$ cat config.mk
export PLATFORM = sky130hd
export DESIGN_NAME = key_matrix_scan
export DESIGN_NICKNAME = d
export VERILOG_FILES = /design/src/rtl/key_matrix_scan.sv
export SDC_FILE = /design/constraint.sdc
export NUM_CORES = 1
export LEC_CHECK = 0
export ABC_AREA = 0
export BUFFER_PORTS_ARGS = -buffer_cell sky130_fd_sc_hd__buf_2
export CORE_ASPECT_RATIO = 1.1
export CORE_MARGIN = 5
export CORE_UTILIZATION = 31
export DETAILED_ROUTE_END_ITERATION = 8
export PLACE_DENSITY = 0.57
export SYNTH_ARGS = -nofsm -noshare
export SYNTH_HDL_FRONTEND = slang
export SYNTH_SLANG_ARGS = --single-unit
$ cat constraint.sdc
create_clock -name CLK -period 4.05 [get_ports CLK]
set_clock_uncertainty 0.1 [all_clocks]
set_input_delay 0.81 -clock CLK [delete_from_list [all_inputs] [get_ports CLK]]
set_output_delay 0.81 -clock CLK [all_outputs]
set_load 0.05 [all_outputs]
$ cat src/rtl/key_matrix_scan.sv
// 4x4 active-low key matrix scanner: one column driven low at a time, per-key
// debounce, single-slot press/release event queue with valid/ready handshake.
module key_matrix_scan #(
    parameter int SETTLE_CYCLES  = 4,
    parameter int DEBOUNCE_SCANS = 3
) (
    input  logic        CLK,
    input  logic        rst_n,
    output logic [3:0]  col_drv,
    input  logic [3:0]  row_sense,
    output logic [15:0] keys_state,
    output logic [3:0]  keys_n,
    output logic        key_valid,
    output logic [3:0]  key_code,
    output logic        key_press,
    input  logic        key_ready
);

    typedef enum logic [1:0] {COL0, COL1, COL2, COL3} col_t;

    localparam logic [7:0] SETTLE_LAST = 8'(SETTLE_CYCLES - 1);
    localparam logic [2:0] DEB_LAST    = 3'(DEBOUNCE_SCANS - 1);

    logic [3:0]  sync1_reg, sync2_reg;
    col_t        col_reg, col_next;
    logic [7:0]  settle_reg, settle_next;
    logic        sample;

    logic [2:0]  cnt_reg  [16];
    logic [2:0]  cnt_next [16];
    logic [15:0] active, take, state_next;

    logic [3:0]  row_key [4];
    logic [3:0]  row_raw, row_diff, row_elig;
    logic        commit_en;
    logic [1:0]  commit_row;

    always_ff @(posedge CLK or negedge rst_n) begin
        if (!rst_n) begin
            sync1_reg <= 4'hF;
            sync2_reg <= 4'hF;
        end else begin
            sync1_reg <= row_sense;
            sync2_reg <= sync1_reg;
        end
    end

    // Scan sequencer: the column index is the state, the settle counter times it.
    assign sample = (settle_reg == SETTLE_LAST);

    always_ff @(posedge CLK or negedge rst_n) begin
        if (!rst_n) begin
            col_reg    <= COL0;
            settle_reg <= '0;
        end else begin
            col_reg    <= col_next;
            settle_reg <= settle_next;
        end
    end

    always_comb begin
        col_next    = col_reg;
        settle_next = settle_reg + 8'd1;
        if (sample) begin
            settle_next = '0;
            col_next    = col_t'(col_reg + 2'd1);
        end
    end

    assign col_drv = ~(4'b0001 << col_reg);

    genvar gi;
    generate
        for (gi = 0; gi < 4; gi++) begin : g_row
            assign row_key[gi]  = {2'(gi), col_reg};
            assign row_raw[gi]  = ~sync2_reg[gi];
            assign row_diff[gi] = row_raw[gi] ^ keys_state[row_key[gi]];
            assign row_elig[gi] = sample && row_diff[gi] && (cnt_reg[row_key[gi]] >= DEB_LAST);
        end
    endgenerate

    // Lowest eligible row wins, and only when the event slot is empty.
    always_comb begin
        commit_en  = 1'b0;
        commit_row = '0;
        if (!key_valid) begin
            for (int r = 3; r >= 0; r--) begin
                if (row_elig[r]) begin
                    commit_en  = 1'b1;
                    commit_row = 2'(r);
                end
            end
        end
    end

    generate
        for (gi = 0; gi < 16; gi++) begin : g_key
            localparam int         R = gi / 4;
            localparam logic [1:0] C = 2'(gi % 4);

            assign active[gi] = sample && (col_reg == col_t'(C));
            assign take[gi]   = active[gi] && commit_en && (commit_row == 2'(R));

            // A losing eligible key parks at DEB_LAST so one more differing sample commits it.
            assign cnt_next[gi] = !active[gi]            ? cnt_reg[gi] :
                                  !row_diff[R]           ? 3'd0 :
                                  (cnt_reg[gi] < DEB_LAST) ? cnt_reg[gi] + 3'd1 :
                                  take[gi]               ? 3'd0 : DEB_LAST;

            always_ff @(posedge CLK or negedge rst_n) begin
                if (!rst_n) cnt_reg[gi] <= '0;
                else        cnt_reg[gi] <= cnt_next[gi];
            end
        end
    endgenerate

    assign state_next = keys_state ^ take;
    assign keys_n     = ~keys_state[3:0];

    always_ff @(posedge CLK or negedge rst_n) begin
        if (!rst_n) begin
            keys_state <= '0;
            key_valid  <= 1'b0;
            key_code   <= '0;
            key_press  <= 1'b0;
        end else begin
            keys_state <= state_next;
            if (!key_valid) begin
                if (commit_en) begin
                    key_valid <= 1'b1;
                    key_code  <= row_key[commit_row];
                    key_press <= row_raw[commit_row];
                end
            end else if (key_ready) begin
                key_valid <= 1'b0;
            end
        end
    end

endmodule
==> After elaboration in Yosys (flattened, before gate mapping) <==
Cells that the tools add are included.
{ "word_totals": {"reg_bits": 88, "out_inout_bits": 30, "wordCells": 219} }
{ "classes": {"add_sub_neg": 18, "order_cmp": 30, "eq_ne": 7, "shifts": 1, "muxes": 87, "bitwise_logic": 17, "reduce_logical": 35} }
{ "ops": {"columns": ["op", "n"], "rows": [
  ["2-to-1 mux 3 bit", 40],
  ["adder 3 x 1 -> 3 bit, second input constant", 16],
  ["binary-select mux 3 bit (select 4 bit)", 4],
  ["< comparator 3 x 2 -> 1 bit, second input constant", 16],
  ["2-to-1 mux 2 bit", 21],
  ["logical AND 1 bit", 32],
  ["greater-or-equal comparator 5 bit, second input constant", 4],
  ["bitwise XOR 16 bit", 1],
  ["2-to-1 mux 1 bit", 13],
  ["greater-or-equal comparator 3 x 2 -> 1 bit, second input constant", 4],
  ["binary-select mux 1 bit (select 2 bit)", 5],
  ["< comparator 4 x 5 -> 1 bit, second input constant", 2],
  ["NOT 4 -> 5 bit", 2],
  ["adder 8 x 1 -> 8 bit, second input constant", 1],
  ["binary-select mux 4 bit (select 2 bit)", 1],
  ["equality test 2 bit, second input constant", 4],
  ["equality test 8 x 2 -> 1 bit, second input constant", 1],
  ["2-to-1 mux 4 bit", 2],
  ["2-to-1 mux 8 bit", 1],
  ["NOT 4 bit", 2],
  ["< comparator 2 x 5 -> 1 bit, second input constant", 1],
  ["< comparator 3 x 5 -> 1 bit, second input constant", 1],
  ["NOT 1 bit", 5],
  ["NOT 2 -> 5 bit", 1],
  ["10 further kinds", 15]
]} }

==> Logic depth before layout (Yosys ltp) <==
Gate-level depths: netlist of run 1.
{ "logic_depth": {"depth_word": 16, "mapped_depth": 10, "mapped_depth_nobuf": 7} }

==> Worst setup path after synthesis of run 1 <==
Ideal clock, no wire load.
{ "synth_timing": {"path_type": "register to register", "from": "reg keys_state[3]", "to": "reg key_code[0]", "setup_time_ns": 0.125, "arrival_time_ns": 2.502, "required_ns": 3.825, "path_slack_ns": 1.324, "stages_incl_launch_ff": 8, "path_buffers": 1, "period_less_slack_ns": 2.726, "cell_sequence": "dfrtp_1 > mux4_2 > xnor2_1 > and4_1 > clkbuf_1 > nand2b_1 > o31a_1 > mux2_2"} }
{ "synth_between": {"elab_chain_cells": 11} }
{ "synth_lines": {"columns": ["element", "line_no", "text"], "rows": [
  ["from (decl)", "11", "output logic [15:0] keys_state,"],
  ["from (signal assigned)", "127", "keys_state <= state_next;"],
  ["binary-select mux 1 bit (select 2 bit) (*)", "77", "assign row_diff[gi] = row_raw[gi] ^ keys_state[row_key[gi]];"],
  ["2-to-1 mux 1 bit (implied by the code) (*)", "77", null],
  ["bitwise XOR 1 bit (*)", "77", null],
  ["logical AND 1 bit (*) (2 in series)", "78", "assign row_elig[gi] = sample && row_diff[gi] && (cnt_reg[row_key[gi]] >= DEB_LAST);"],
  ["2-to-1 mux 2 bit", "88", "if (row_elig[r]) begin"],
  ["2-to-1 mux 2 bit", "86", "if (!key_valid) begin"],
  ["NOT 2 -> 3 bit (implied by the code)", "131", "key_code <= row_key[commit_row];"],
  ["binary-select mux 4 bit (select 2 bit)", "131", null],
  ["2-to-1 mux 4 bit (implied by the code) (2 in series)", "131", null],
  ["to (signal assigned)", "131", null],
  ["to (decl)", "14", "output logic [3:0] key_code,"]
]} }
Every way passes the cells marked *; elsewhere a longest branch is shown, timed or not. The select of a mux whose other input is x is not followed.
A chain may end at the register's enable or synchronous reset.

==> Final worst setup path of run 1 <==
{ "layout_timing": {"from": "reg col_reg[0]", "to": "reg key_press"} }
{ "layout_between": {"elab_chain_cells": 13} }
{ "layout_lines": {"columns": ["element", "line_no", "text"], "rows": [
  ["from (decl)", "25", "col_t col_reg, col_next;"],
  ["from (signal assigned)", "56", "col_reg <= col_next;"],
  ["NOT 4 -> 5 bit (implied by the code)", "78", null],
  ["binary-select mux 3 bit (select 4 bit)", "78", null],
  ["2-to-1 mux 3 bit (implied by the code) (2 in series)", "78", null],
  ["greater-or-equal comparator 3 x 2 -> 1 bit", "78", null],
  ["logical AND 1 bit", "78", null],
  ["2-to-1 mux 2 bit (4 in series)", "88", null],
  ["2-to-1 mux 2 bit", "86", null],
  ["binary-select mux 1 bit (select 2 bit)", "132", "key_press <= row_raw[commit_row];"],
  ["2-to-1 mux 1 bit (implied by the code)", "132", null],
  ["to (signal assigned)", "132", null],
  ["to (decl)", "15", "output logic key_press,"]
]} }
Several ways; a longest one is shown, not always the timed one. The select of a mux whose other input is x is not followed.

==> results of run 1 <==
## metrics by stage
stage / cells / power, mW / hold slack, ps / area [um^2] / util (%)
after global routing: 644 / 2.13 / 263 / 4990 / 36.5
after detailed placement: 628 / 1.21 / 248 / 4680 / 34.2
final: 644 / 2.04 / 256 / 4990 / 36.5
after floorplan: 416 / 1.14 / 245 / 4300 / -
after global placement: 628 / 1.20 / 246 / 4680 / 34.2
after CTS: 644 / 2.06 / 257 / 4990 / 36.5
## cell usage in the layout (no fill, tap or decap), types with 2 or more instances in the layout
| cell | netlist | layout |
|---|---|---|
| a21oi_1 | 7 | 7 |
| a22o_1 | 7 | 7 |
| a22oi_1 | 19 | 19 |
| a31oi_1 | 2 | 2 |
| a41oi_1 | 2 | 2 |
| and3_1 | 2 | 2 |
| and4_1 | 2 | 2 |
| buf_2 | 3 | 35 |
| buf_4 | 0 | 5 |
| clkbuf_16 | 0 | 9 |
| clkinvlp_4 | 0 | 3 |
| dfrtp_1 | 80 | 80 |
| dfstp_2 | 8 | 8 |
| ha_1 | 21 | 21 |
| inv_1 | 13 | 13 |
| inv_6 | 0 | 2 |
| mux2_2 | 2 | 2 |
| mux4_2 | 4 | 4 |
| nand2_1 | 49 | 49 |
| nand2b_1 | 4 | 4 |
| nand3_1 | 12 | 12 |
| nand4_1 | 2 | 2 |
| nor2_1 | 43 | 43 |
| nor3_1 | 8 | 7 |
| o21ai_0 | 43 | 43 |
| o31a_1 | 2 | 2 |
| o31ai_1 | 8 | 8 |
| o32a_1 | 2 | 2 |
| o41ai_1 | 8 | 8 |
| or2_2 | 2 | 2 |
| or3_1 | 2 | 2 |
| or3_2 | 3 | 3 |
| or4_4 | 2 | 2 |
| xnor2_1 | 14 | 14 |
| xor2_1 | 15 | 15 |
## report_power, final
| part | total (mW) | internal, mW | leakage (nW) | switching, mW |
|---|---|---|---|---|
| Sequential | 0.972 | 0.928 | 1.14 | 0.0435 |
| Clock | 0.847 | 0.483 | 0.139 | 0.364 |
| Combinational | 0.223 | 0.0730 | 0.930 | 0.150 |
| Total | 2.04 | 1.48 | 2.21 | 0.557 |
## logic make-up (layout without fill, tap and decap cells)
family / Yosys count / count (layout) / synth area share, %
AO/OA/AOI/OAI: 107 / 107 / 16.7
XOR/XNOR: 29 / 29 / 5.91
adder cells (fa/ha/maj): 21 / 21 / 6.12
buffers and inverters: 29 / 69 / 2.65
flip-flops: 88 / 88 / 51.5
multiplexers: 6 / 6 / 2.62
AND/OR/NAND/NOR: 136 / 136 / 14.5
## worst min path at each step
stage | startpoint | to | slack [ps]
floorplan | sync1_reg[0] | sync2_reg[0] | 250
global placement | sync1_reg[0] | sync2_reg[0] | 250
detailed placement | sync1_reg[2] | sync2_reg[2] | 250
CTS | sync1_reg[2] | sync2_reg[2] | 260
global route | sync1_reg[3] | sync2_reg[3] | 260
finish | sync1_reg[2] | sync2_reg[2] | 260
## per-layer routing
metal  global-route usage [%]  wire (um)
met3                     2.04        458
met1                     18.3       4640
met2                     21.0       5010
met5                        0          0
met4                     5.54        191
## worst register-to-register path, stage by stage, from the launching register on
cell	delay, ps
dfrtp_1	600
mux4_2	620
xnor2_1	270
o2111ai_1	450
nand4_1	590
nor2_1	80
o32a_1	340
## cell type report
cell class                 instances  area, um^2  share of cell area (%)
inverter                          13        48.8                   0.978
tap                              188         235                    4.72
multi-input combinational        299        1980                    39.6
timing repair buffer              40         213                    4.26
clock buffer                       9         225                    4.51
clock inverter                     7        78.8                    1.58
sequential                        88        2210                    44.3
==> results_dict.tcl, run 1 <==
set metrics [dict create \
    core_um2 13700 \
    antenna_found_initial 0 \
    routed_wl_um 10300 \
    pre_cts_ws_ps 908 \
    cp_top_family "compound AO/OA/AOI/OAI gates" \
    worstPathRequired_ps 4170 \
    status "finished clean" \
    clock_latency_ps 340 \
    post_cts_resized 0 \
    cts_setup_buffers 0 \
    finalHoldViolCount 0 \
    place_congestion 0.825 \
    synth_top_area_cell "dfrtp_1" \
    slowest_stage "mux4_2" \
    start_util_pct 31.4 \
    viasPerCell 5.17 \
    p_leak_nw 2.21 \
    ir_drop_mv 0.200 \
    syn_nets 444 \
    worst-path-buf-inv 0 \
    wl_per_cell_um 16.0 \
    critPathCapture "key_press" \
    syn_avg_cell_area_um2 10.3 \
    fin_setup_tns_ps 0 \
    slowest_delay_ps 610 \
    yosys.area.top_type_share_pct 46.6 \
    min_period_ps 3150 \
    dieArea_um2 16300 \
    synth.distinct_cells 46 \
    insertedDiodeCount 0 \
    async_flop_share_pct 100 \
    synth.most_common_cell "dfrtp_1" \
    crit_arrival_ps 3270 \
    num_vias 3330 \
    slew_headroom_pct 34.1 \
    drc 0 \
    finalCritPeriodShare_pct 77.8 \
    clock_tree.root_cell "clkbuf_16" \
    r2r-end "key_press" \
    reg2reg_slack_ps 900 \
    synth.yosys.seq_area_share_pct 51.5 \
    synth_edf_count 0 \
    clk_pin_slew_ps 60 \
    largest_reg_flops 48 \
    grt_pass1_wl_um 17200 \
    rsz0062_at_grt "false" \
    grt_use_total_pct 13.3 \
    synthToLayoutAreaGrowth_pct 16.1 \
    die_x_um 122 \
    setup_viol 0 \
    hold_buffers 0 \
    drv_cap 0 \
    critical_path.max_fanout 11 \
    synth_warnings 0 \
    cp-end-kind "register" \
    dr.pass1.iters 4 \
    io_buffers 36 \
    die_y_um 133 \
    drive_above_1_share_pct 17.8 \
    fmax_ghz 0.318 \
    synth_seq_cells 88 \
    htreeDepth 3 \
    holdPathStages 0 \
    hp-class "register to register" \
    syn_area_um2 4300 \
    grt_max_degree 77 \
    cts_tree "done" \
    power.density_nw_per_um2 409 \
    r2r-start "col_reg[0]" \
    worst_pin_slew_ps 988 \
    fillers 1347 \
    synth_common_cells "dfrtp_1 (80), nand2_1 (49), nor2_1 (43), o21ai_0 (43), ha_1 (21)" \
    synthTopCellsByArea "dfrtp_1 (47%), ha_1 (6.1%), o21ai_0 (5.0%), dfstp_2 (4.9%), nand2_1 (4.3%)" \
    cts_buffer_depth 2 \
    dp_hpwl_um 7170 \
    io_pins 37 \
    rows 45 \
    cts-buffers-inserted 9 \
    grt_pass1_vias 3307 \
    synthCells 416 \
    rr_worst_depth 6 \
    finalMaxSlewViolations 0 \
    synthFlopType "dfrtp_1" \
    cp-start-kind "register" \
    final_nets 479 \
    final_antenna_net_count 0 \
    setup_ws_ps 901 \
    crit_cells 6 \
    cts.sinks 88 \
    worstSetupPathType "register to register" \
    crit_start "col_reg[0]" \
    grt.overflow.total 0 \
    path_cells "mux4_2 -> xnor2_1 -> o2111ai_1 -> nand4_1 -> nor2_1 -> o32a_1" \
    drt_iter0_markers 178 \
]
Note: power is estimated with default switching activity, not from simulation.
==> run 2, diff against run 1 <==
--- a/config.mk
+++ b/config.mk
@@ -11,7 +11,7 @@
 export CORE_MARGIN = 5
 export CORE_UTILIZATION = 31
 export DETAILED_ROUTE_END_ITERATION = 8
-export PLACE_DENSITY = 0.57
+export PLACE_DENSITY = 0.59
 export SYNTH_ARGS = -nofsm -noshare
 export SYNTH_HDL_FRONTEND = slang
 export SYNTH_SLANG_ARGS = --single-unit
==> constraint.sdc (replaced) <==
create_clock -name CLK -period 2.7 [get_ports CLK]
set_clock_uncertainty 0.1 [all_clocks]
set_input_delay 0.54 -clock CLK [delete_from_list [all_inputs] [get_ports CLK]]
set_output_delay 0.54 -clock CLK [all_outputs]
set_load 0.05 [all_outputs]
==> results_dict.tcl, run 2 (synthesized netlist as in run 1, its figures left out) <==
set metrics [dict create \
    cp-end-kind "register" \
    finalHoldViolCount 0 \
    final_cell_mix "dfrtp_1 (74), nand2_1 (48), nor2_1 (43), buf_4 (43), o21ai_0 (42)" \
    place_area_um2 5010 \
    drv_cap 0 \
    use_met3_pct 2.80 \
    final_nets 521 \
    antenna_found_initial 0 \
    drive_above_1_share_pct 26.7 \
    dr.pass1.iters 5 \
    slew_headroom_pct 58.5 \
    dp_hpwl_um 7820 \
    final_common_cell "dfrtp_1" \
    die_x_um 122 \
    viasPerCell 4.98 \
    num_vias 3415 \
    core_um2 13700 \
    power.density_nw_per_um2 570 \
    dp_cells 668 \
    fmax_ghz 0.380 \
    worstSetupPathType "register to register" \
    finalCritPeriodShare_pct 97.5 \
    grt.overflow.total 0 \
    worstPathRequired_ps 2820 \
    place_congestion 0.840 \
    drt_iter0_markers 213 \
    drc 0 \
    cts_tree "done" \
    grt_pass1_wl_um 18200 \
    start_util_pct 31.4 \
    cp-start-kind "register" \
    final_antenna_net_count 0 \
    fin_setup_tns_ps 0 \
    stdcell_area_um2 5370 \
    min_period_ps 2630 \
    clock_tree.root_cell "clkbuf_16" \
    p_leak_nw 2.42 \
    setup_viol 0 \
    cts_buffer_depth 2 \
    status "finished clean" \
    io_buffers 36 \
    hp-class "primary input to async pin" \
    largest_reg_flops 48 \
    clock_latency_ps 340 \
    grtUsageMet1_pct 18.9 \
    rows 45 \
    rr_worst_depth 6 \
    grt_max_degree 47 \
    synthToLayoutAreaGrowth_pct 25.1 \
    dieArea_um2 16300 \
    grt_use_total_pct 13.9 \
    htreeDepth 3 \
    routed_wl_um 10800 \
    cts-buffers-inserted 9 \
    final_cells 686 \
    finalMaxSlewViolations 0 \
    insertedDiodeCount 0 \
    ir_drop_mv 0.312 \
    worst_pin_slew_ps 620 \
    grt_util_met2_pct 22.1 \
    clk_pin_slew_ps 60 \
    critical_path.max_fanout 3 \
    wl_per_cell_um 15.7 \
    crit_arrival_ps 2750 \
    grt.busiest_layer "met2" \
    die_y_um 133 \
    cts.sinks 88 \
    io_pins 37 \
    grt_pass1_vias 3572 \
]
run 2: worst max-delay path, cell delays in order, from the launching register on:
cell and delay (ps):
dfrtp_1 390, or4_4 530, or3_4 380, or4_4 440, a41oi_2 180, o311ai_1 120, o32a_1 360
run 2: layout make-up:
| type | count | area (um^2) |
|---|---|---|
| clock buffer | 10 | 229 |
| clock inverter | 6 | 70.1 |
| fill | 1320 | 8310 |
| inverter | 13 | 48.8 |
| multi-input combinational | 299 | 2010 |
| sequential | 88 | 2220 |
| tap | 188 | 235 |
| timing repair buffer | 82 | 561 |
run 2: final timing paths:
path / from / to / slack (ps)
max: settle_reg[4] / key_press / 70
min: rst_n / cnt_reg[4] / 100
max reg2reg: settle_reg[4] / key_press / 70
min reg2reg: sync1_reg[1] / sync2_reg[1] / 260
max in group asynchronous: rst_n / sync1_reg[3] / 1700
min in group CLK: row_sense[0] / sync1_reg[0] / 190
run 2: repair_timing:
action | 4_1_cts | 5_1_grt
hold buffers | 0 | 0
setup endpoints to repair | 0 | 33
setup buffers | 0 | 2
gates resized for setup | 0 | 12
run 2: through the flow:
step / hold WS [ps] / setup slack [ps] / util (%) / power [mW]
floorplan: 144 / 12.0 / - / 1.70
global placement: 247 / 101 / 36.7 / 1.82
detailed placement: 247 / 67.9 / 36.7 / 1.84
CTS: 131 / 42.8 / 38.8 / 3.09
global route: 150 / -3.40 / 39.3 / 3.20
finish: 95.7 / 67.1 / 39.3 / 3.06
run 2: layer usage:
layer | up-vias | share of wire (%)
met5 | - | 0
met4 | 0 | 1.6
met3 | 12 | 4.0
met2 | 95 | 47
met1 | 1655 | 47
li1 | 1653 | -
run 2: report_power, final:
part	total [mW]	internal [mW]	switching [mW]
clock	1.24	0.720	0.522
sequential	1.46	1.39	0.0677
combinational	0.357	0.127	0.231
total	3.06	2.24	0.820
